--- src/rtl/row_shift_en_gen_p.sv ---
// Per-line shift-enable generator for a TAPS-wide pixel window: counts active pixels,
// then optionally drains the window with a tapering enable mask while padding is selected.
module row_shift_en_gen_p #(
    parameter int unsigned TAPS     = 11,
    parameter int unsigned COL_W    = 13,
    parameter int unsigned ACTIVE_W = 640,
    parameter bit          FLUSH_EN = 1'b1
) (
    input  logic             clk,
    input  logic             reset_n,
    input  logic             enable,
    input  logic             line_start,
    input  logic             pix_valid,
    output logic [TAPS-1:0]  shift_en,
    output logic             pad_sel,
    output logic [COL_W-1:0] col,
    output logic             line_done,
    output logic             overrun
);

    localparam int unsigned IDX_W = (TAPS > 2) ? $clog2(TAPS) : 1;

    localparam logic [COL_W-1:0] LAST_COL   = COL_W'(ACTIVE_W - 1);
    localparam logic [IDX_W-1:0] LAST_IDX   = IDX_W'(TAPS - 2);
    localparam logic [TAPS-1:0]  ALL_ONES   = {TAPS{1'b1}};
    // Flush cycle k enables taps above k only; shifting this base by k gives that mask.
    localparam logic [TAPS-1:0]  FLUSH_BASE = {{(TAPS-1){1'b1}}, 1'b0};

    typedef enum logic [1:0] {
        StIdle,
        StActive,
        StFlush
    } state_e;

    state_e           state_q, state_d;
    logic [COL_W-1:0] col_q, col_d;
    logic [IDX_W-1:0] idx_q, idx_d;
    logic [TAPS-1:0]  shift_en_q, shift_en_d;
    logic             pad_sel_q, pad_sel_d;
    logic             line_done_q, line_done_d;
    logic             overrun_q, overrun_d;

    always_comb begin
        state_d     = state_q;
        col_d       = col_q;
        idx_d       = idx_q;
        shift_en_d  = '0;
        pad_sel_d   = 1'b0;
        line_done_d = 1'b0;
        overrun_d   = 1'b0;

        if (!enable) begin
            state_d = StIdle;
            col_d   = '0;
            idx_d   = '0;
        end else begin
            unique case (state_q)
                StIdle: begin
                    if (line_start) begin
                        state_d = StActive;
                        idx_d   = '0;
                        // A pixel arriving with line_start is pixel 0 of the new line.
                        if (pix_valid) begin
                            col_d      = COL_W'(1);
                            shift_en_d = ALL_ONES;
                        end else begin
                            col_d = '0;
                        end
                    end
                end

                StActive: begin
                    if (line_start) begin
                        // Restart wins over everything, including the last pixel.
                        col_d      = '0;
                        idx_d      = '0;
                        overrun_d  = 1'b1;
                        shift_en_d = pix_valid ? ALL_ONES : '0;
                    end else if (pix_valid) begin
                        shift_en_d = ALL_ONES;
                        col_d      = col_q + COL_W'(1);
                        if (col_q == LAST_COL) begin
                            idx_d = '0;
                            if (FLUSH_EN) begin
                                state_d = StFlush;
                            end else begin
                                state_d     = StIdle;
                                line_done_d = 1'b1;
                            end
                        end
                    end
                end

                StFlush: begin
                    if (line_start) begin
                        state_d    = StActive;
                        col_d      = '0;
                        idx_d      = '0;
                        overrun_d  = 1'b1;
                        shift_en_d = pix_valid ? ALL_ONES : '0;
                    end else begin
                        shift_en_d = FLUSH_BASE << idx_q;
                        pad_sel_d  = 1'b1;
                        if (idx_q == LAST_IDX) begin
                            state_d     = StIdle;
                            idx_d       = '0;
                            line_done_d = 1'b1;
                        end else begin
                            idx_d = idx_q + IDX_W'(1);
                        end
                    end
                end

                default: begin
                    state_d = StIdle;
                    col_d   = '0;
                    idx_d   = '0;
                end
            endcase
        end
    end

    always_ff @(posedge clk or negedge reset_n) begin
        if (!reset_n) begin
            state_q     <= StIdle;
            col_q       <= '0;
            idx_q       <= '0;
            shift_en_q  <= '0;
            pad_sel_q   <= 1'b0;
            line_done_q <= 1'b0;
            overrun_q   <= 1'b0;
        end else begin
            state_q     <= state_d;
            col_q       <= col_d;
            idx_q       <= idx_d;
            shift_en_q  <= shift_en_d;
            pad_sel_q   <= pad_sel_d;
            line_done_q <= line_done_d;
            overrun_q   <= overrun_d;
        end
    end

    assign shift_en  = shift_en_q;
    assign pad_sel   = pad_sel_q;
    assign col       = col_q;
    assign line_done = line_done_q;
    assign overrun   = overrun_q;

endmodule

--- config.mk ---
export PLATFORM = sky130hd
export DESIGN_NAME = row_shift_en_gen_p
export DESIGN_NICKNAME = d
export VERILOG_FILES = /design/src/rtl/row_shift_en_gen_p.sv
export SDC_FILE = /design/constraint.sdc
export NUM_CORES = 1
export LEC_CHECK = 0
export CAP_MARGIN = 25
export CORE_MARGIN = 2
export CORE_UTILIZATION = 40
export DETAILED_ROUTE_END_ITERATION = 10
export GPL_TIMING_DRIVEN = 0
export PLACE_DENSITY_LB_ADDON = 0.05
export SLEW_MARGIN = 25
export SYNTH_ARGS = -nofsm -noshare
export SYNTH_HDL_FRONTEND = slang
export SYNTH_SLANG_ARGS = --single-unit
--- constraint.sdc ---
create_clock -name clk -period 2.87 [get_ports clk]
set_clock_uncertainty 0.05 [all_clocks]
set_input_delay 0.287 -clock clk [delete_from_list [all_inputs] [get_ports clk]]
set_output_delay 0.287 -clock clk [all_outputs]
set_load 0.02 [all_outputs]
Word level (Yosys, flattened, before mapping):

Cells that the tools add are included.

* bits in registers: 33
* input port bits: 5
* output and inout bits: 27

* add/subtract/negate cells: 2
* eq/ne operators: 12
* shift operators: 1
* mux-type cells: 38
* reductions and logical operators: 5

Operators with widths (number)
* $mux 13: 5
* $mux 11: 4
* $pmux 13 s3: 1
* $pmux 11 s3: 1
* $mux 4: 7
* $ne 3x3->1 const B: 5
* $mux 2: 7
* $add 13x1->13 const B: 1
* $eq 13x10->1 const B: 1
* $ne 4x4->1 const B: 3
* $pmux 4 s3: 1
* $mux 1: 11
* $shl 11x4->11 const A: 1
* $pmux 2 s3: 1
* $reduce_and 3->1: 2
* $reduce_and 5->1: 1
* $add 4x1->4 const B: 1
* $eq 4x4->1 const B: 1
* $eq 2x1->1 const B: 1
* $eq 2x2->1 const B: 1
* $logic_not 2->1: 1
* $reduce_or 2->1: 1

Depth between registers and ports, before layout:

Gate-level depths: netlist of the first run.

* word-level depth: 6
* mapped depth: 8
* mapped depth without buffers: 7

Worst setup path after synthesis of the first run:

Ideal clock, no wire load.

* kind: flip-flop to flip-flop
* start point: reg state_q[0]
* end point: reg col_q[7], in the netlist col[7]
* setup time: 0.079 ns
* arrival time: 1.895 ns
* path slack: 0.846 ns
* stages on the path, launching flop included: 8
* buffers on the path: 1
* period minus slack after synthesis: 2.024 ns
* path through: dfrtp_1 inv_1 ha_1 or2_4 o21a_1 buf_6 or4_1 a21oi_1

* longest elaborated chain between the ends: 3

RTL lines
* start: declaration: line 35 `state_e state_q, state_d;`
* start signal: assignment: line 125 `state_q <= StIdle;`
* start signal: assignment: line 133 `state_q <= state_d;`
* $eq 2x1->1 (tied with other cells): line 57 `unique case (state_q)`
* $ne 4x4->1 (no source line) (tied with other cells)
* $reduce_and 3->1 (no source line) or $mux 13 (tied branches)
* end signal: assignment: line 134 `col_q <= col_d;`
* end: declaration: line 36 `logic [COL_W-1:0] col_q, col_d;`

Several ways; a longest one is shown, not always the timed one.
A chain may end at the register's enable or synchronous reset.

Final worst setup path of the first run:

* start point: reg state_q[1]
* end point: reg shift_en_q[5], in the netlist shift_en[5]

* longest elaborated chain between the ends: 3

RTL lines
* $eq 2x2->1 (tied with other cells): line 57
* $pmux 11 s3 (*): line 57
* $mux 11 (*): line 52 `if (!enable) begin`
* via shift_en_d[5]: line 38 `logic [TAPS-1:0] shift_en_q, shift_en_d;`
* end signal: assignment: line 136 `shift_en_q <= shift_en_d;`
* end: declaration: line 38

The timed path passes the listed nets; every way through them passes the cells marked *.

==> results of run 1 <==
state kept, by name, indices dropped and copies added (netlist names):
| signal | flops |
|---|---|
| idx_q | 4 |
| state_q | 2 |
| col | 13 |
| shift_en | 11 |
| overrun | 1 |
| pad_sel | 1 |
| line_done | 1 |
report_power, final:
group,switching (W),internal [W]
clock network,0.000178,0.000345
registers,0.0000396,0.000537
logic,0.000328,0.000253
cell type report:
cell class              instances  area (um2)
multi-input cells             127         848
plain buffers                  10        50.0
inverters                      13        48.8
clock inverters                 3        65.1
repair buffers                 31         323
flip-flops and latches         33         826
clock buffers                   5        68.8
well taps                      52        65.1
fillers                       412        2030
layout by cell type (no fill, tap or decap), drive strengths merged, types with 2 or more instances in the layout:
cell type,n
nand4bb,2
nor4,3
nand4,3
nor2,2
a21o,3
or2,4
a21oi,17
a211o,2
clkdlybuf4s50,28
nand2b,6
or4,6
mux2i,6
o31ai,7
ha,8
or3,5
nand2,17
clkbuf,9
and2,2
o21a,2
a31oi,3
o21ai,7
dfrtp,33
inv,13
nor2b,2
and3,2
nand3,6
bufinv,2
buf,8
kinds of logic (layout without fill, tap and decap cells):
logic type,count (synthesis),in the layout,synth area share (%)
AOI/OAI and AO/OA,47,47,16.9
adders and majority gates,8,8,5.65
buffers and inverters,23,62,5.57
DFF,33,33,46.6
muxes,7,7,4.02
and+or+nand+nor,65,65,21.3
worst max-delay path, cell delays in order, from the launching register on:
cell and delay [ns]:
dfrtp_1 0.43, inv_1 0.12, ha_1 0.23, clkbuf_1 0.39, a21o_1 0.14, nand2_1 0.06
a221o_1 0.35, clkbuf_1 0.21, a31oi_1 0.19
metrics by stage:
step	total power, W	hold slack [ns]	std cells	utilization, %
after floorplan	0.000952	-0.0586	183	-
after global placement	0.00115	0.484	264	49.2
after detailed placement	0.00117	0.189	265	49.7
after CTS	0.00170	0.283	274	53.1
after global routing	0.00177	0.304	274	53.1
final	0.00168	0.288	274	53.1
layer usage:
layer | up-vias | routed length [um]
met5 | - | 0
met4 | 0 | 62
met3 | 6 | 171
met2 | 35 | 1850
met1 | 722 | 1880
li1 | 732 | -
path summary, 6_finish.rpt:
path,from,endpoint,slack [ns],cells after the start
max,state_q[1]$_DFFE_PN0P_,shift_en[5]$_DFF_PN0_,0.61,8
min,enable,state_q[1]$_DFFE_PN0P_,0.29,3
max reg2reg,state_q[1]$_DFFE_PN0P_,shift_en[5]$_DFF_PN0_,0.61,8
min reg2reg,col[12]$_DFFE_PN0P_,col[12]$_DFFE_PN0P_,0.52,2
max in group asynchronous,reset_n,shift_en[3]$_DFF_PN0_,1.95,3
min in group asynchronous,reset_n,state_q[0]$_DFFE_PN0P_,0.40,2
==> summary.md, run 1 <==
The number of buffers inserted by hold repair at cts was 1; the final routed wirelength across all metal layers was 3.97 mm. Prior to clock tree synthesis, the placed netlist has a worst setup slack of 0.578 ns. In the global route stage, met3 resource usage came out at 3.85%. The leakage power figure is 1.00 nW, and the detailed-route wire length per cell is 14.5 um.

The run gives 0 as the count of pins over their slew limit. The leading area contributor after synthesis was dfrtp_1. The maximum frequency from static timing analysis was 442 MHz. Gates resized during post-CTS repair numbered 0.

By area the synthesized netlist is led by dfrtp_1, ha_1, a21oi_1, nand2_1, mux2i_1. The number of distinct library cells after synthesis came out at 44. The initial antenna violation count is 0, and the total core area is 4320 um2.

Entering global routing, the biggest net connects 20 pins. The setup path with the least slack is of type flop to flop. The first TritonRoute pass finished after 4 iterations. The worst path in the final design needs a cycle of 2.26 ns, including I/O delays and setup.

32 I/O pins were placed. The cell count after synthesis came out at 183. The run gives 46.6% as the fraction of the yosys area taken by sequential cells. In the final design database the tool counted 234 nets. The synthesized area per cell came out at 9.69 um2.

The commonest cells after synthesis are dfrtp_1, nand2_1, a21oi_1. The actual transition at the worst max-transition pin works out to 0.608 ns. The type of element launching the critical path is a flop.

In this run the number of H-tree levels came out at 2. For the final number of hold-violating endpoints, the log shows 0. dfrtp_1 is the most common cell in the netlist. Setup violations remaining at the end of the flow were counted as 0.

The layout-stage area growth over the synthesis result works out to 29.4%. VDD sags by at most 0.000348 V. For the least setup slack across all paths after layout, the log shows 0.608 ns. In this run the worst hold path is classified as input pin to flop. The worst setup path is captured at a flop.

After routing, the total negative slack on setup checks comes to 0 ns. The clock passes through at most 2 buffers. For the worst-skew pair, the clock arrives at the later sink with an insertion delay of 0.29 ns. For the combined global-route utilization of all metal layers, the log shows 17.1%.

In this run the remaining antenna-violating nets after routing total 0. Setup repair after global routing left no endpoint under its margin. In the global route stage, met2 resource usage came out at 27.4%. The HPWL after detailed placement came out at 2.95 mm. Via count of the first global-routing pass: 1415. The overflow left after global routing is 0, and the fraction of met1 tracks used by global routing is 23.4%. For the worst path required time, the log shows 3.02 ns.

The via count normalized by instance count was 5.46. The run gives 24 as the placement row count. In this run the worst path has a maximum fanout of 10. After synthesis the cells add up to 1770 um2. The fraction of registers with async set/reset was 100%. The post-place instance area is 2150 um2. The remaining max-slew budget at the tightest pin is 59.5%, and the share of post-route cells with drive strength above 1 is 9.46%. The run finished with clean final reports. The diode insertion count for antenna repair is 0, and the part of the cycle the worst path needs is 78.8%. TritonCTS built the clock tree. The post-CTS repair timing setup buffer count is 0, and the final weighted congestion of routability-driven global placement is 0.851. The tools report the total die area as 4980 um2. After clock tree synthesis, the clock-pin slew on the worst setup and hold paths is 0.07 ns.

The cell area after layout came out at 2290 um2. The sink count of the clock tree was 33; the die span in x was 70.6 um. After detailed routing, the number of remaining DRC violations is 0.

The power per unit of standard cell area was 732 nW/um2. The most used flip-flop cell after synthesis is dfrtp_1. The arrival time at the worst endpoint was 2.41 ns.

The number of register bits inferred by synthesis came out at 33. The run gives 73 as the violation count after the first detailed-routing iteration. The warning count from the yosys run is 0, and the count of port buffers added during placement is 29. The number of vias in the routed layout was 1495. The first global-routing pass estimated 6.79 mm of wire. The tool flagged a number of max-cap violations equal to 0.

The floorplan step set the die height to 70.6 um. CTS root buffer: clkbuf_8. The starting utilization of the core area was 41.0%.

The proportion of netlist area held by the largest area contributor is 46.6%, and the CTS buffer count is 5. The most congested layer reported by global routing was met2. The number of nets in the synthesized netlist is 196, and the number of enable-type register cells in the synthesized netlist is 0.
Power figures use the tool's default switching activity.
==> run 2: changes to the inputs <==
clock period = 2.1 ns   (was 2.87 ns; I/O delays follow)
==> run 2 against run 1 <==
Maximum frequency increased by 8.6%. Hold slack worse by 0.064 ns. Sequential power is 36% higher. Critical path type unchanged. Critical endpoint is now col[8]$_DFFE_PN0P_. Largest cell class unchanged.
==> summary.md, run 2 (synthesized netlist as in run 1, its figures left out) <==
The flow ran to the end, and the final reports show no timing, DRC or antenna violations. The height of the die is 70.6 um (unchanged), and the count of port buffers added during placement is 29 (unchanged). For the final setup violation count, the log shows 0 (unchanged). STA classifies the critical path startpoint as a flop. Die span in x: 70.6 um (unchanged). The CTS buffer count is 5 (unchanged). The number of iterations in the first detailed-routing pass was 4 (unchanged).

The worst ir drop on vdd is 0.000614 V (+77%). The arrival time at the worst endpoint came out at 2.24 ns (-0.17 ns). The logs give 4980 um2 (unchanged) for the total die area and 0 (unchanged) for the overflow left after global routing.

Setup repair after global routing could not meet its margin everywhere. TritonCTS built the clock tree. In the layout the commonest cells are dfrtp_1, clkdlybuf4s50_1, nand2_1. The logs give 1.05 nW (+4.7%) for the leakage power figure and -0.124 ns (-0.702 ns) for the setup slack at placement. The share of post-route cells with drive strength above 1 works out to 19.7% (+10 points).

The tools report the pin count of the biggest net entering global routing as 20 (unchanged). Via count normalized by instance count: 5.40 (-0.99%). The maximum number of buffers from clock root to sink was 2 (unchanged); the minimum hold slack was 0.224 ns (-0.0643 ns). The slowest stage of the critical path belongs to the cell or4_1.

The critical path's largest stage delay came out at 0.51 ns (+0.08 ns). Initial antenna violation count: 0 (unchanged). The flip-flop count of the largest register, all copies and words added came out at 13 (unchanged). For the DRC violations left, the log shows 0 (unchanged).

The logs give 0 (unchanged) for the total of max-cap violations and 59.8% (+0.29 points) for the remaining max-slew budget at the tightest pin. The violation count after the first detailed-routing iteration was 74 (+1.4%); the clock latency of the later-clocked register in the worst-skew pair was 0.29 ns (about the same). The worst setup path is captured at a flop. The part of the cycle the worst path needs works out to 99.2% (+20 points). The actual transition at the worst max-transition pin is 0.600 ns (-0.00835 ns), and the layout-stage area growth over the synthesis result is 37.3%.

The run gives 2.26 ns (-0.76 ns) as the worst path required time. The number of buffers and inverters on the critical path works out to 2 (-1). The run gives 2.95 mm (unchanged) as the HPWL after detailed placement. Count of pins over their slew limit: 0 (unchanged). The most common cell after layout, fill and taps aside is dfrtp_1. The detailed-route wire length per cell was 14.8 um (+1.9%). For the I/O pin count, the log shows 32 (unchanged). The final routed wirelength across all metal layers was 4.15 mm (+4.5%). The signal on the critical path passes through inv_2 > ha_2 > or2_4 > o21a_4 > buf_6 > or4_1 > a21oi_2.

The logs give 4320 um2 (unchanged) for the total core area and 1518 (+1.5%) for the number of vias in the routed layout. The type of the setup path with the least slack was flop to flop. The layout net count is 241 (+3.0%), and the starting utilization of the core area is 41.0% (unchanged). In this run the worst hold path is classified as input pin to flop. The number of fillers in the final layout was 391 (-5.1%). The diode insertion count for antenna repair is 0 (unchanged). For the count of placed standard cells including taps, the log shows 265 (unchanged).

The highest fanout seen on the critical path is 10 (unchanged), and the wire length of the first global-routing pass is 6.94 mm (+2.2%). The combined global-route utilization of all metal layers was 17.5% (+0.39 points). Final weighted congestion of routability-driven global placement: 0.851 (unchanged). The logs give 2 (unchanged) for the count of H-tree levels built during CTS and 33 (unchanged) for the sink count of the clock tree. The power per unit of standard cell area was 1020 nW/um2 (+39%); the power consumption was 0.00248 W (+47%). The final period demand of the worst path works out to 2.08 ns (-0.179 ns). In this run the clock root is driven by a clkbuf_8. For the count of non-filler cells in the finished layout, the log shows 281 (+2.6%). In this design, the largest share of critical-path delay is due to simple AND/OR/NAND/NOR gates.

The via count of the first global-routing pass is 1434 (+1.3%), and the maximum frequency from static timing analysis is 480 MHz (+8.6%). The final antenna-violating net count is 0 (unchanged). The placement row count was 24 (unchanged); the final number of hold-violating endpoints was 0 (unchanged). The clock transition at the register clock pins on the worst setup and hold paths after CTS is 0.07 ns (about the same), and the post-route setup TNS is 0 ns (unchanged). The least setup slack across all paths after layout is 0.0176 ns (-0.591 ns).
run 2: cell count changes in the layout (fill, tap and decap cells not counted), sizes merged:
| cell | previous run | this run |
|---|---|---|
| buf | 8 | 16 |
| clkbuf | 9 | 8 |
run 2: per-stage QoR:
stage	instance area, um2	utilization [%]
floorplan	1770	-
global placement	2130	49.2
detailed placement	2150	49.7
CTS	2330	53.9
global route	2430	56.3
finish	2430	56.3
run 2: worst register-to-register path: stages, from the launching register on:
cell and delay (ns):
dfrtp_1 0.38, inv_2 0.07, ha_2 0.20, or2_4 0.27, o21a_4 0.24, buf_6 0.14
or4_1 0.51, a21oi_2 0.14
run 2: final cells by class:
type | instances | area, um2 | share of cell area (%)
flip-flops and latches | 33 | 827 | 34.0
clock buffers | 5 | 68.8 | 2.83
well taps | 52 | 65.1 | 2.67
plain buffers | 9 | 50.0 | 2.06
multi-input cells | 127 | 927 | 38.1
inverters | 13 | 48.8 | 2.00
repair buffers | 39 | 383 | 15.7
clock inverters | 3 | 65.1 | 2.67
run 2: worst paths after layout:
check,from,endpoint,slack [ns],cells after the start
setup / recovery,state_q[0]$_DFFE_PN0P_,col[8]$_DFFE_PN0P_,0.02,7
hold / removal,line_start,overrun$_DFF_PN0_,0.22,2
setup reg to reg,state_q[0]$_DFFE_PN0P_,col[8]$_DFFE_PN0P_,0.02,7
hold reg to reg,col[12]$_DFFE_PN0P_,col[12]$_DFFE_PN0P_,0.52,2
max in group asynchronous,reset_n,col[0]$_DFFE_PN0P_,1.24,3
min in group asynchronous,reset_n,state_q[0]$_DFFE_PN0P_,0.33,2
run 2: layer usage:
metal | share of wire, % | track usage (%) | vias to the layer above
li1 | - | - | 744
met1 | 48 | 23.9 | 736
met2 | 47 | 28.2 | 36
met3 | 4.5 | 3.85 | 2
met4 | 0.63 | 5.66 | 0
met5 | 0 | 0 | -
run 2: report_power, final:
group | internal [W] | switching (W) | leakage [nW]
clock | 0.000471 | 0.000240 | 0.0681
sequential | 0.000736 | 0.0000497 | 0.450
combinational | 0.000467 | 0.000515 | 0.532
run 2: repair_timing:
item / CTS / global route
setup buffers: 2 / 6
hold buffers: 1 / 0
hold endpoints to repair: 14 / 0
gates resized for setup: 6 / 15
pin swaps: 0 / 3
setup endpoints to repair: 20 / 23
